**config.mk**
```make
export PLATFORM = sky130hd
export DESIGN_NAME = serial_complement_seq
export DESIGN_NICKNAME = d
export VERILOG_FILES = /design/src/rtl/serial_complement_seq.sv
export SDC_FILE = /design/constraint.sdc
export NUM_CORES = 1
export LEC_CHECK = 0
export CAP_MARGIN = 20
export CORE_MARGIN = 2
export CORE_UTILIZATION = 48
export DETAILED_ROUTE_END_ITERATION = 10
export GPL_ROUTABILITY_DRIVEN = 0
export PLACE_DENSITY = 0.86
export SYNTH_ARGS = -nofsm -noshare
export SYNTH_HDL_FRONTEND = slang
export SYNTH_SLANG_ARGS = --single-unit
```
**constraint.sdc**
```tcl
create_clock -name clk -period 1.7 [get_ports clk]
set_input_delay 0.17 -clock clk [delete_from_list [all_inputs] [get_ports clk]]
set_output_delay 0.17 -clock clk [all_outputs]
set_load 0.02 [all_outputs]
```
**src/rtl/serial_complement_seq.sv**
```systemverilog
// Bit-serial two's-complement negator: WIDTH-cycle latency from acceptance to out_valid.
// Backpressure: accepts a word only in IDLE; the result holds in DONE until out_ready.
module serial_complement_seq #(
  parameter int WIDTH = 8
) (
  input  logic             clk,
  input  logic             reset,
  input  logic             in_valid,
  output logic             in_ready,
  input  logic [WIDTH-1:0] in_data,
  output logic             out_valid,
  input  logic             out_ready,
  output logic [WIDTH-1:0] out_data,
  output logic             out_zero,
  output logic             out_ovf,
  output logic             busy
);

  localparam int CW = $clog2(WIDTH) + 1;
  localparam logic [CW-1:0]    LAST_CNT = CW'(WIDTH - 1);
  localparam logic [WIDTH-1:0] MOST_NEG = {1'b1, {(WIDTH-1){1'b0}}};

  typedef enum logic [1:0] {
    IDLE,
    SHIFT,
    DONE
  } state_t;

  state_t           state;
  state_t           state_nxt;
  logic [WIDTH-1:0] src;
  logic [WIDTH-1:0] res;
  logic             seen_one;
  logic [CW-1:0]    cnt;
  logic             zero_f;
  logic             ovf_f;
  logic             accept;
  logic             o_bit;

  // Bits pass through up to and including the first 1; later bits are inverted.
  assign o_bit = seen_one ^ src[0];

  always_ff @(posedge clk) begin
    if (reset) begin
      state <= IDLE;
    end else begin
      state <= state_nxt;
    end
  end

  always_comb begin
    state_nxt = state;
    in_ready  = 1'b0;
    out_valid = 1'b0;
    busy      = 1'b0;
    accept    = 1'b0;
    case (state)
      IDLE: begin
        in_ready = 1'b1;
        accept   = in_valid;
        if (in_valid) begin
          state_nxt = SHIFT;
        end
      end
      SHIFT: begin
        busy = 1'b1;
        if (cnt == LAST_CNT) begin
          state_nxt = DONE;
        end
      end
      DONE: begin
        busy      = 1'b1;
        out_valid = 1'b1;
        if (out_ready) begin
          state_nxt = IDLE;
        end
      end
      default: begin
        state_nxt = IDLE;
      end
    endcase
  end

  always_ff @(posedge clk) begin
    if (reset) begin
      src      <= '0;
      res      <= '0;
      seen_one <= 1'b0;
      cnt      <= '0;
      zero_f   <= 1'b0;
      ovf_f    <= 1'b0;
    end else if (accept) begin
      src      <= in_data;
      res      <= '0;
      seen_one <= 1'b0;
      cnt      <= '0;
      zero_f   <= (in_data == '0);
      ovf_f    <= (in_data == MOST_NEG);
    end else if (state == SHIFT) begin
      res      <= {o_bit, res[WIDTH-1:1]};
      src      <= src >> 1;
      seen_one <= seen_one | src[0];
      cnt      <= cnt + 1'b1;
    end
  end

  // Result flags are registered in every state; only out_valid qualifies them.
  assign out_data = res;
  assign out_zero = zero_f;
  assign out_ovf  = ovf_f;

endmodule

```
-- Word-level counts from Yosys, hierarchy flattened
Cells that the tools add are included.
- add/sub/neg operators: 1
- equality and inequality tests: 7
- muxes and demuxes: 10
- bitwise operators: 2
- reduce and logical (&&, ||, !) cells: 6
- operators by type and width (operator ; number):
    $mux W8 ; 2
    $eq A8 B8 Y1 const B ; 1
    $logic_not A8 Y1 ; 1
    $mux W2 ; 3
    $ne A2 B2 Y1 const B ; 3
    $pmux W2 S3 ; 1
    $add A4 B1 Y4 const B ; 1
    $eq A4 B3 Y1 const B ; 1
    $mux W1 ; 4
    $reduce_or A2 Y1 ; 2
    $reduce_and A3 Y1 ; 1
    $eq A2 B1 Y1 const B ; 1
    $eq A2 B2 Y1 const B ; 1
    $logic_not A2 Y1 ; 1
    $reduce_bool A2 Y1 ; 1
    $or A1 B1 Y1 ; 1
    $xor A1 B1 Y1 ; 1
- flip-flop bits (word level): 25
- input port bits: 12
- output and inout port bits: 13

-- Longest topological paths before layout
Gate-level depths: netlist of run 1.
- depth in word-level cells: 3
- depth in mapped cells: 7
- gate-level depth less buffers: 5

-- Worst setup path after synthesis of run 1
OpenSTA, ideal clock, no wires.
- path type: flip-flop to flip-flop
- start point: reg state[0]
- end point: reg state[0]
- arrival: 1418 ps
- data required time: 1628 ps
- setup slack: 210 ps
- cell stages (with the launch flop): 5
- path buffers: 0
- cells stage by stage: dfxtp_1 > inv_1 > ha_1 > a222oi_1 > mux2i_1
- cells in the longest elaborated chain, start to end: 3
- elaborated cells on any way between the ends: 8
- RTL lines (item ; RTL line ; source):
    from (decl) ; 29 ; state_t state;
    from (signal assigned) ; 47 ; state <= state_nxt;
    $eq A2 B1 Y1, or another cell as far along ; 57 ; case (state)
    $ne A2 B2 Y1 (no line) ; - ;
    $reduce_and A3 Y1 (no line) ; - ;
Several ways; a longest one is shown, not always the timed one.
A chain may end at the register's enable or synchronous reset.

-- Worst setup path in the final report of run 1
- start point: reg state[0]
- end point: out busy
- cells in the longest elaborated chain, start to end: 3
- elaborated cells on any way between the ends: 4
- RTL lines (item ; RTL line ; source):
    $eq A2 B1 Y1 or $eq A2 B2 Y1 (tied branches) ; 57 ;
    $reduce_or A2 Y1 (no line) * ; - ;
    $mux W1 * ; 57 ;
    to (decl) ; 16 ; output logic busy
Mark *: on every way between the ends. The rest lies on a longest branch, timed or not.

==> results of run 1 <==
metal layers:
| metal | global-route usage, % | share of wire, % |
|---|---|---|
| met1 | 20.5 | 47 |
| met2 | 30.6 | 47 |
| met3 | 6.03 | 5.0 |
| met4 | 4.82 | 0.63 |
| met5 | 0 | 0 |
Yosys cell counts:
cell,n,area [µm²]
a211oi_1,8,60.1
a21oi_1,1,5.00
a222oi_1,1,10.0
buf_2,4,20.0
buf_4,1,7.51
clkbuf_1,1,3.75
clkinv_1,1,3.75
dfxtp_1,25,500
ha_1,6,75.1
inv_1,5,18.8
mux2i_1,18,180
nand2_1,3,11.3
nand2b_1,5,31.3
nand3_1,1,5.00
nand3b_1,4,30.0
nand4_1,1,6.26
nor2_1,20,75.1
nor4_1,2,12.5
o21ai_1,1,5.00
o31ai_1,1,7.51
xnor2_1,1,8.76
xor2_1,2,17.5
power by group through the flow:
stage	combinational [mW]	sequential, mW	clock (mW)
finish	0.650	0.737	0.260
global route	0.723	0.746	0.294
CTS	0.655	0.737	0.274
detailed placement	0.676	0.750	0
global placement	0.654	0.742	0
floorplan	0.503	0.738	0
registers in the layout, indices dropped and copies added, names as in the netlist:
register / flops
out_data: 8
src: 8
cnt: 4
state: 2
out_ovf: 1
out_zero: 1
seen_one: 1
final cells by class:
type	count	area share, %
Multi-Input combinational cell	75	38.8
Sequential cell	25	36.0
Timing Repair Buffer	28	19.2
Tap cell	28	2.52
Clock buffer	4	1.89
Inverter	6	1.62
worst paths after layout:
kind / from / to / slack, ns / cells past startpoint
max reg2reg: state[0] / state[0] / 0.14 / 4
max: state[0] / busy / 0.11 / 3
min reg2reg: out_zero / out_zero / 0.49 / 2
min: in_data[7] / out_zero / 0.45 / 2
cells by family after synthesis:
| kind of cell | count (synthesis) | share of synthesized area (%) |
|---|---|---|
| compound gates | 12 | 8.00 |
| simple gates | 36 | 15.7 |
| xor+xnor | 3 | 2.40 |
| mux | 18 | 16.5 |
| buf+inv | 12 | 4.91 |
| flops | 25 | 45.7 |
| fa+ha+maj | 6 | 6.86 |
stage by stage:
stage | power [mW] | std cells
floorplan | 1.24 | 112
global placement | 1.40 | 162
detailed placement | 1.43 | 162
CTS | 1.67 | 166
global route | 1.76 | 166
finish | 1.65 | 166
critical path, cell delays in order (launching register included):
cell and delay (ns):
dfxtp_1 0.41, inv_1 0.08, ha_1 0.29, dlygate4sd2_1 0.32
cell usage in the layout (no fill, tap or decap), types with 2 or more instances in the layout:
cell / count
nand2_1: 3
inv_1: 5
nand2b_1: 5
clkbuf_4: 3
buf_4: 4
nand3b_1: 4
dfxtp_1: 25
xor2_1: 2
a211oi_1: 8
nor2_1: 20
clkdlybuf4s50_1: 21
dlygate4sd2_1: 3
ha_1: 6
nor4_1: 2
mux2i_1: 18
timing repair:
action,in CTS,in global routing
buffers inserted,0,0
endpoints found under the setup margin,3,0
resized for setup,3,0
==> impl_metrics.xml, run 1 <==
<?xml version="1.0" encoding="UTF-8"?>
<metrics>
  <group name="run_status">
    <metric name="outcome" unit="">complete, no violations</metric>
  </group>
  <group name="grt">
    <metric name="overflow" unit="">0</metric>
    <metric name="via_count_of_the_first_global_routing_pass" unit="">851</metric>
    <metric name="maximum_number_of_pins_on_one_net_before_global_route_repair" unit="">23</metric>
    <metric name="antenna_violations_before_repair" unit="">0</metric>
    <metric name="global_route_wire_length_before_repair" unit="mm">3.57</metric>
    <metric name="groute.usage.overall" unit="%">17.6</metric>
  </group>
  <group name="routing">
    <metric name="post_drt_wl_per_cell" unit="µm">12.5</metric>
    <metric name="drt_iter0_markers" unit="">15</metric>
    <metric name="drc_errors" unit="">0</metric>
    <metric name="detail_route.vias_per_cell" unit="">5.12</metric>
    <metric name="drt_first_pass_iters" unit="">4</metric>
    <metric name="detail-route-antenna-nets" unit="">0</metric>
    <metric name="num_vias" unit="">850</metric>
    <metric name="wirelength" unit="mm">2.07</metric>
  </group>
  <group name="timing">
    <metric name="final_max_slew_viol_count" unit="">0</metric>
    <metric name="report.final.hold_viol_count" unit="">0</metric>
    <metric name="fin_crit" unit="ns">1.59</metric>
    <metric name="tightest_slew" unit="ns">0.498</metric>
    <metric name="finalSetupViolations" unit="">0</metric>
    <metric name="final.period_utilization" unit="%">93.5</metric>
    <metric name="worst_slew_slack_as_a_fraction_of_its_limit" unit="%">66.8</metric>
    <metric name="finalWorstSetupSlack" unit="ns">0.111</metric>
    <metric name="clock-skew-final" unit="ns">0.0130</metric>
    <metric name="fmax" unit="MHz">629</metric>
    <metric name="hold_ws" unit="ns">0.448</metric>
    <metric name="setup_repair_after_global_routing_missed_its_margin" unit="">no</metric>
    <metric name="totalNegativeSetupSlack" unit="ns">0</metric>
  </group>
  <group name="synth">
    <metric name="post_synth.cell_area_avg" unit="µm²">9.78</metric>
    <metric name="synth-warning-count" unit="">0</metric>
    <metric name="syn_nets" unit="">130</metric>
    <metric name="ys_ff_latch" unit="">25</metric>
    <metric name="synth_area" unit="µm²">1090</metric>
    <metric name="yosys_cell_types" unit="">22</metric>
    <metric name="netlist_instances" unit="">112</metric>
    <metric name="synth.yosys.seq_area_share" unit="%">45.7</metric>
  </group>
  <group name="floorplan">
    <metric name="design.core.area" unit="µm²">2190</metric>
    <metric name="die_w" unit="µm">51.8</metric>
    <metric name="dieArea" unit="µm²">2680</metric>
    <metric name="top_level_i_o_count" unit="">25</metric>
    <metric name="initial_utilization" unit="%">50.0</metric>
    <metric name="die_h" unit="µm">51.8</metric>
    <metric name="core.rowCount" unit="">17</metric>
  </group>
  <group name="setup_path">
    <metric name="worstSetupStartpointType" unit="">flop</metric>
    <metric name="type_of_element_capturing_the_critical_path" unit="">output port</metric>
    <metric name="required_arrival_time_at_the_worst_endpoint" unit="ns">1.53</metric>
    <metric name="path_class" unit="">flop to output port</metric>
    <metric name="path_max_fanout" unit="">4</metric>
    <metric name="arrival" unit="ns">1.42</metric>
  </group>
  <group name="finish">
    <metric name="antenna_cells_inserted" unit="">0</metric>
    <metric name="final_core_util" unit="%">63.5</metric>
    <metric name="area_growth_syn_to_layout" unit="%">27.1</metric>
    <metric name="sequential_cell_area" unit="µm²">500</metric>
    <metric name="multi_input_area" unit="µm²">541</metric>
    <metric name="drive_gt1_share" unit="%">5.07</metric>
    <metric name="fill_cells" unit="">195</metric>
    <metric name="non_filler_cell_area_final" unit="µm²">1390</metric>
    <metric name="finalNetCount" unit="">157</metric>
  </group>
  <group name="clock_network">
    <metric name="cts.clk_slew.worst_paths" unit="ns">0.13</metric>
    <metric name="worst_skew_pair_latency" unit="ns">0.32</metric>
    <metric name="post_cts_hold_buffer_count" unit="">0</metric>
    <metric name="cts_tree" unit="">done</metric>
    <metric name="clockBufferDepth" unit="">2</metric>
    <metric name="total_clock_buffers_created_by_cts" unit="">3</metric>
    <metric name="cts_max_level" unit="">1</metric>
    <metric name="root_buffer" unit="">clkbuf_4</metric>
    <metric name="numClockSinks" unit="">25</metric>
  </group>
  <group name="pwr">
    <metric name="vdd_ir_drop_max" unit="mV">0.814</metric>
    <metric name="pwr-share-comb" unit="%">39.5</metric>
    <metric name="internal-power" unit="mW">1.06</metric>
    <metric name="power.share.sequential" unit="%">44.7</metric>
    <metric name="p_sw_share" unit="%">35.5</metric>
    <metric name="p_leak" unit="nW">0.525</metric>
    <metric name="fraction_of_power_consumed_by_the_clock_network" unit="%">15.8</metric>
    <metric name="switchingPower" unit="mW">0.584</metric>
    <metric name="cellPowerDensity" unit="nW/µm²">1180</metric>
  </group>
  <group name="job">
    <metric name="max_cap_viol_count" unit="">0</metric>
  </group>
  <group name="placement">
    <metric name="post_dp_cell_area" unit="µm²">1370</metric>
    <metric name="detailed_place_hpwl" unit="mm">1.48</metric>
    <metric name="place_ws" unit="ns">0.148</metric>
    <metric name="port-buffer-count" unit="">24</metric>
  </group>
  <group name="hold_path">
    <metric name="hold_path.class" unit="">input port to flop</metric>
  </group>
</metrics>
Power figures use the tool's default switching activity.
==> inputs of run 2 (changes only) <==
CORE_ASPECT_RATIO = 1.4   (was not set)
==> run 2 against run 1 <==
Critical path depth stayed put. Clock-buffer cell count stayed put. Worst hold slack better by 0.023 ns. Total power is 0.56% higher. Sequential power hardly changed. Via count is 1.3% higher. Final cell count is 1.8% lower. Utilization is 1.1 points higher. Non-clock buffer count is 3 higher. Highest routed layer unchanged. Setup slack better by 0.0087 ns.
==> impl_metrics.xml, run 2 (same netlist as run 1, synthesis figures left out) <==
<?xml version="1.0" encoding="UTF-8"?>
<metrics>
  <group name="run_status">
    <metric name="outcome" unit="">complete, no violations</metric>
  </group>
  <group name="finish">
    <metric name="fill_cells" unit="">172</metric>
    <metric name="area_growth_syn_to_layout" unit="%">28.5</metric>
    <metric name="commonest_non_fill_non_tap_cells_in_the_layout" unit="">dfxtp_1, clkdlybuf4s50_1, nor2_1</metric>
    <metric name="drive_gt1_share" unit="%">7.09</metric>
    <metric name="finalNetCount" unit="">160</metric>
    <metric name="antenna_cells_inserted" unit="">0</metric>
    <metric name="stdcell_count" unit="">163</metric>
    <metric name="layout.cells.most_common" unit="">dfxtp_1</metric>
  </group>
  <group name="clock_network">
    <metric name="cts_max_level" unit="">1</metric>
    <metric name="root_buffer" unit="">clkbuf_4</metric>
    <metric name="post_cts_hold_buffer_count" unit="">0</metric>
    <metric name="numClockSinks" unit="">25</metric>
    <metric name="worst_skew_pair_latency" unit="ns">0.30</metric>
    <metric name="cts.clk_slew.worst_paths" unit="ns">0.12</metric>
    <metric name="total_clock_buffers_created_by_cts" unit="">3</metric>
    <metric name="clockBufferDepth" unit="">2</metric>
    <metric name="cts_tree" unit="">done</metric>
  </group>
  <group name="timing">
    <metric name="finalSetupViolations" unit="">0</metric>
    <metric name="totalNegativeSetupSlack" unit="ns">0</metric>
    <metric name="final.period_utilization" unit="%">93.0</metric>
    <metric name="clock-skew-final" unit="ns">0.00294</metric>
    <metric name="fin_crit" unit="ns">1.58</metric>
    <metric name="final_max_slew_viol_count" unit="">0</metric>
    <metric name="tightest_slew" unit="ns">0.466</metric>
    <metric name="fmax" unit="MHz">633</metric>
    <metric name="hold_ws" unit="ns">0.471</metric>
    <metric name="setup_repair_after_global_routing_missed_its_margin" unit="">no</metric>
    <metric name="finalWorstSetupSlack" unit="ns">0.120</metric>
    <metric name="worst_slew_slack_as_a_fraction_of_its_limit" unit="%">68.9</metric>
    <metric name="report.final.hold_viol_count" unit="">0</metric>
  </group>
  <group name="grt">
    <metric name="via_count_of_the_first_global_routing_pass" unit="">856</metric>
    <metric name="maximum_number_of_pins_on_one_net_before_global_route_repair" unit="">15</metric>
    <metric name="overflow" unit="">0</metric>
    <metric name="antenna_violations_before_repair" unit="">0</metric>
    <metric name="global_route_wire_length_before_repair" unit="mm">3.47</metric>
    <metric name="groute.usage.overall" unit="%">17.5</metric>
  </group>
  <group name="routing">
    <metric name="detail-route-antenna-nets" unit="">0</metric>
    <metric name="drt_iter0_markers" unit="">11</metric>
    <metric name="drt_first_pass_iters" unit="">4</metric>
    <metric name="drc_errors" unit="">0</metric>
    <metric name="post_drt_wl_per_cell" unit="µm">12.6</metric>
    <metric name="num_vias" unit="">861</metric>
    <metric name="detail_route.vias_per_cell" unit="">5.28</metric>
    <metric name="wirelength" unit="mm">2.05</metric>
  </group>
  <group name="pwr">
    <metric name="fraction_of_power_consumed_by_the_clock_network" unit="%">14.9</metric>
    <metric name="p_sw_share" unit="%">34.5</metric>
    <metric name="cellPowerDensity" unit="nW/µm²">1180</metric>
    <metric name="vdd_ir_drop_max" unit="mV">0.610</metric>
    <metric name="pwr-share-comb" unit="%">40.4</metric>
    <metric name="switchingPower" unit="mW">0.571</metric>
    <metric name="power.share.sequential" unit="%">44.7</metric>
    <metric name="p_leak" unit="nW">0.540</metric>
    <metric name="internal-power" unit="mW">1.08</metric>
  </group>
  <group name="setup_path">
    <metric name="type_of_element_capturing_the_critical_path" unit="">output port</metric>
    <metric name="path_max_fanout" unit="">4</metric>
    <metric name="crit_path_cell_trace" unit="">inv_1 -&gt; ha_1 -&gt; dlygate4sd2_1</metric>
    <metric name="worstSetupStartpointType" unit="">flop</metric>
    <metric name="worst_r2r_startpoint" unit="">state[0]</metric>
    <metric name="required_arrival_time_at_the_worst_endpoint" unit="ns">1.53</metric>
    <metric name="r2r_end" unit="">state[1]</metric>
    <metric name="worst_path_max_delay_cell" unit="">dfxtp_1</metric>
    <metric name="arrival" unit="ns">1.41</metric>
    <metric name="critical-path-max-stage-delay" unit="ns">0.41</metric>
    <metric name="regToRegSetupSlack" unit="ns">0.16</metric>
    <metric name="path_class" unit="">flop to output port</metric>
    <metric name="rr_worst_depth" unit="">4</metric>
  </group>
  <group name="floorplan">
    <metric name="initial_utilization" unit="%">50.3</metric>
    <metric name="die_h" unit="µm">60.5</metric>
    <metric name="top_level_i_o_count" unit="">25</metric>
    <metric name="dieArea" unit="µm²">2680</metric>
    <metric name="core.rowCount" unit="">20</metric>
    <metric name="design.core.area" unit="µm²">2180</metric>
    <metric name="die_w" unit="µm">44.4</metric>
  </group>
  <group name="hold_path">
    <metric name="worst_hold_path.num_cells" unit="">2</metric>
    <metric name="timing.hold.worst_endpoint" unit="">out_zero</metric>
    <metric name="hp-start" unit="">in_data[7]</metric>
    <metric name="hold_path.class" unit="">input port to flop</metric>
  </group>
  <group name="placement">
    <metric name="post-place-cells" unit="">159</metric>
    <metric name="port-buffer-count" unit="">24</metric>
    <metric name="place_ws" unit="ns">0.167</metric>
    <metric name="detailed_place_hpwl" unit="mm">1.60</metric>
  </group>
  <group name="job">
    <metric name="max_cap_viol_count" unit="">0</metric>
  </group>
</metrics>
[run 2: metal layers]
layer,vias to the layer above,GRT usage [%],wire (µm)
met4,0,9.09,30
li1,447,-,-
met3,4,2.98,82
met5,-,0,0
met1,389,19.1,913
met2,21,31.9,1020
[run 2: worst max-delay path: cells and delay by family (launching register included)]
family / cells / cell delay (ns)
fa+ha+maj: 1 / 0.29
buf+inv: 2 / 0.41
flops: 1 / 0.41
[run 2: cell type report]
cell class | instances | area, µm² | share of cell area, %
clock buffer | 4 | 26.3 | 1.87
inverter | 6 | 22.5 | 1.60
multi-input combinational | 75 | 541 | 38.4
sequential | 25 | 500 | 35.6
tap | 22 | 27.5 | 1.96
timing repair buffer | 31 | 289 | 20.6
[run 2: timing repair]
action,CTS,global route
endpoints found under the setup margin,3,0
gates resized for setup,3,0
setup buffers,0,0
[run 2: power groups by stage]
stage	Clock (mW)	Sequential [mW]	Combinational, mW
2_1_floorplan	0	0.738	0.503
3_3_place_gp	0	0.743	0.676
3_5_place_dp	0	0.753	0.698
4_1_cts	0.261	0.740	0.677
5_1_grt	0.281	0.751	0.745
6_report	0.247	0.740	0.669
[run 2: per-stage QoR]
| step | power [mW] | utilization (%) | area, µm² |
|---|---|---|---|
| after CTS | 1.68 | 64.6 | 1410 |
| after detailed placement | 1.45 | 63.6 | 1380 |
| after global placement | 1.42 | 63.6 | 1380 |
| final | 1.66 | 64.6 | 1410 |
| after global routing | 1.78 | 64.6 | 1410 |
| after floorplan | 1.24 | - | 1090 |
[run 2: worst max path at each step]
stage | depth (start not counted) | from | slack (ns) | end
finish | 3 | state[0] | 0.12 | busy
global route | 4 | state[0] | 0.03 | state[1]
CTS | 3 | state[0] | 0.1 | busy
detailed placement | 4 | state[0] | 0.17 | state[0]
global placement | 4 | in_valid | 0.21 | state[0]
floorplan | 4 | state[0] | 0.21 | state[0]
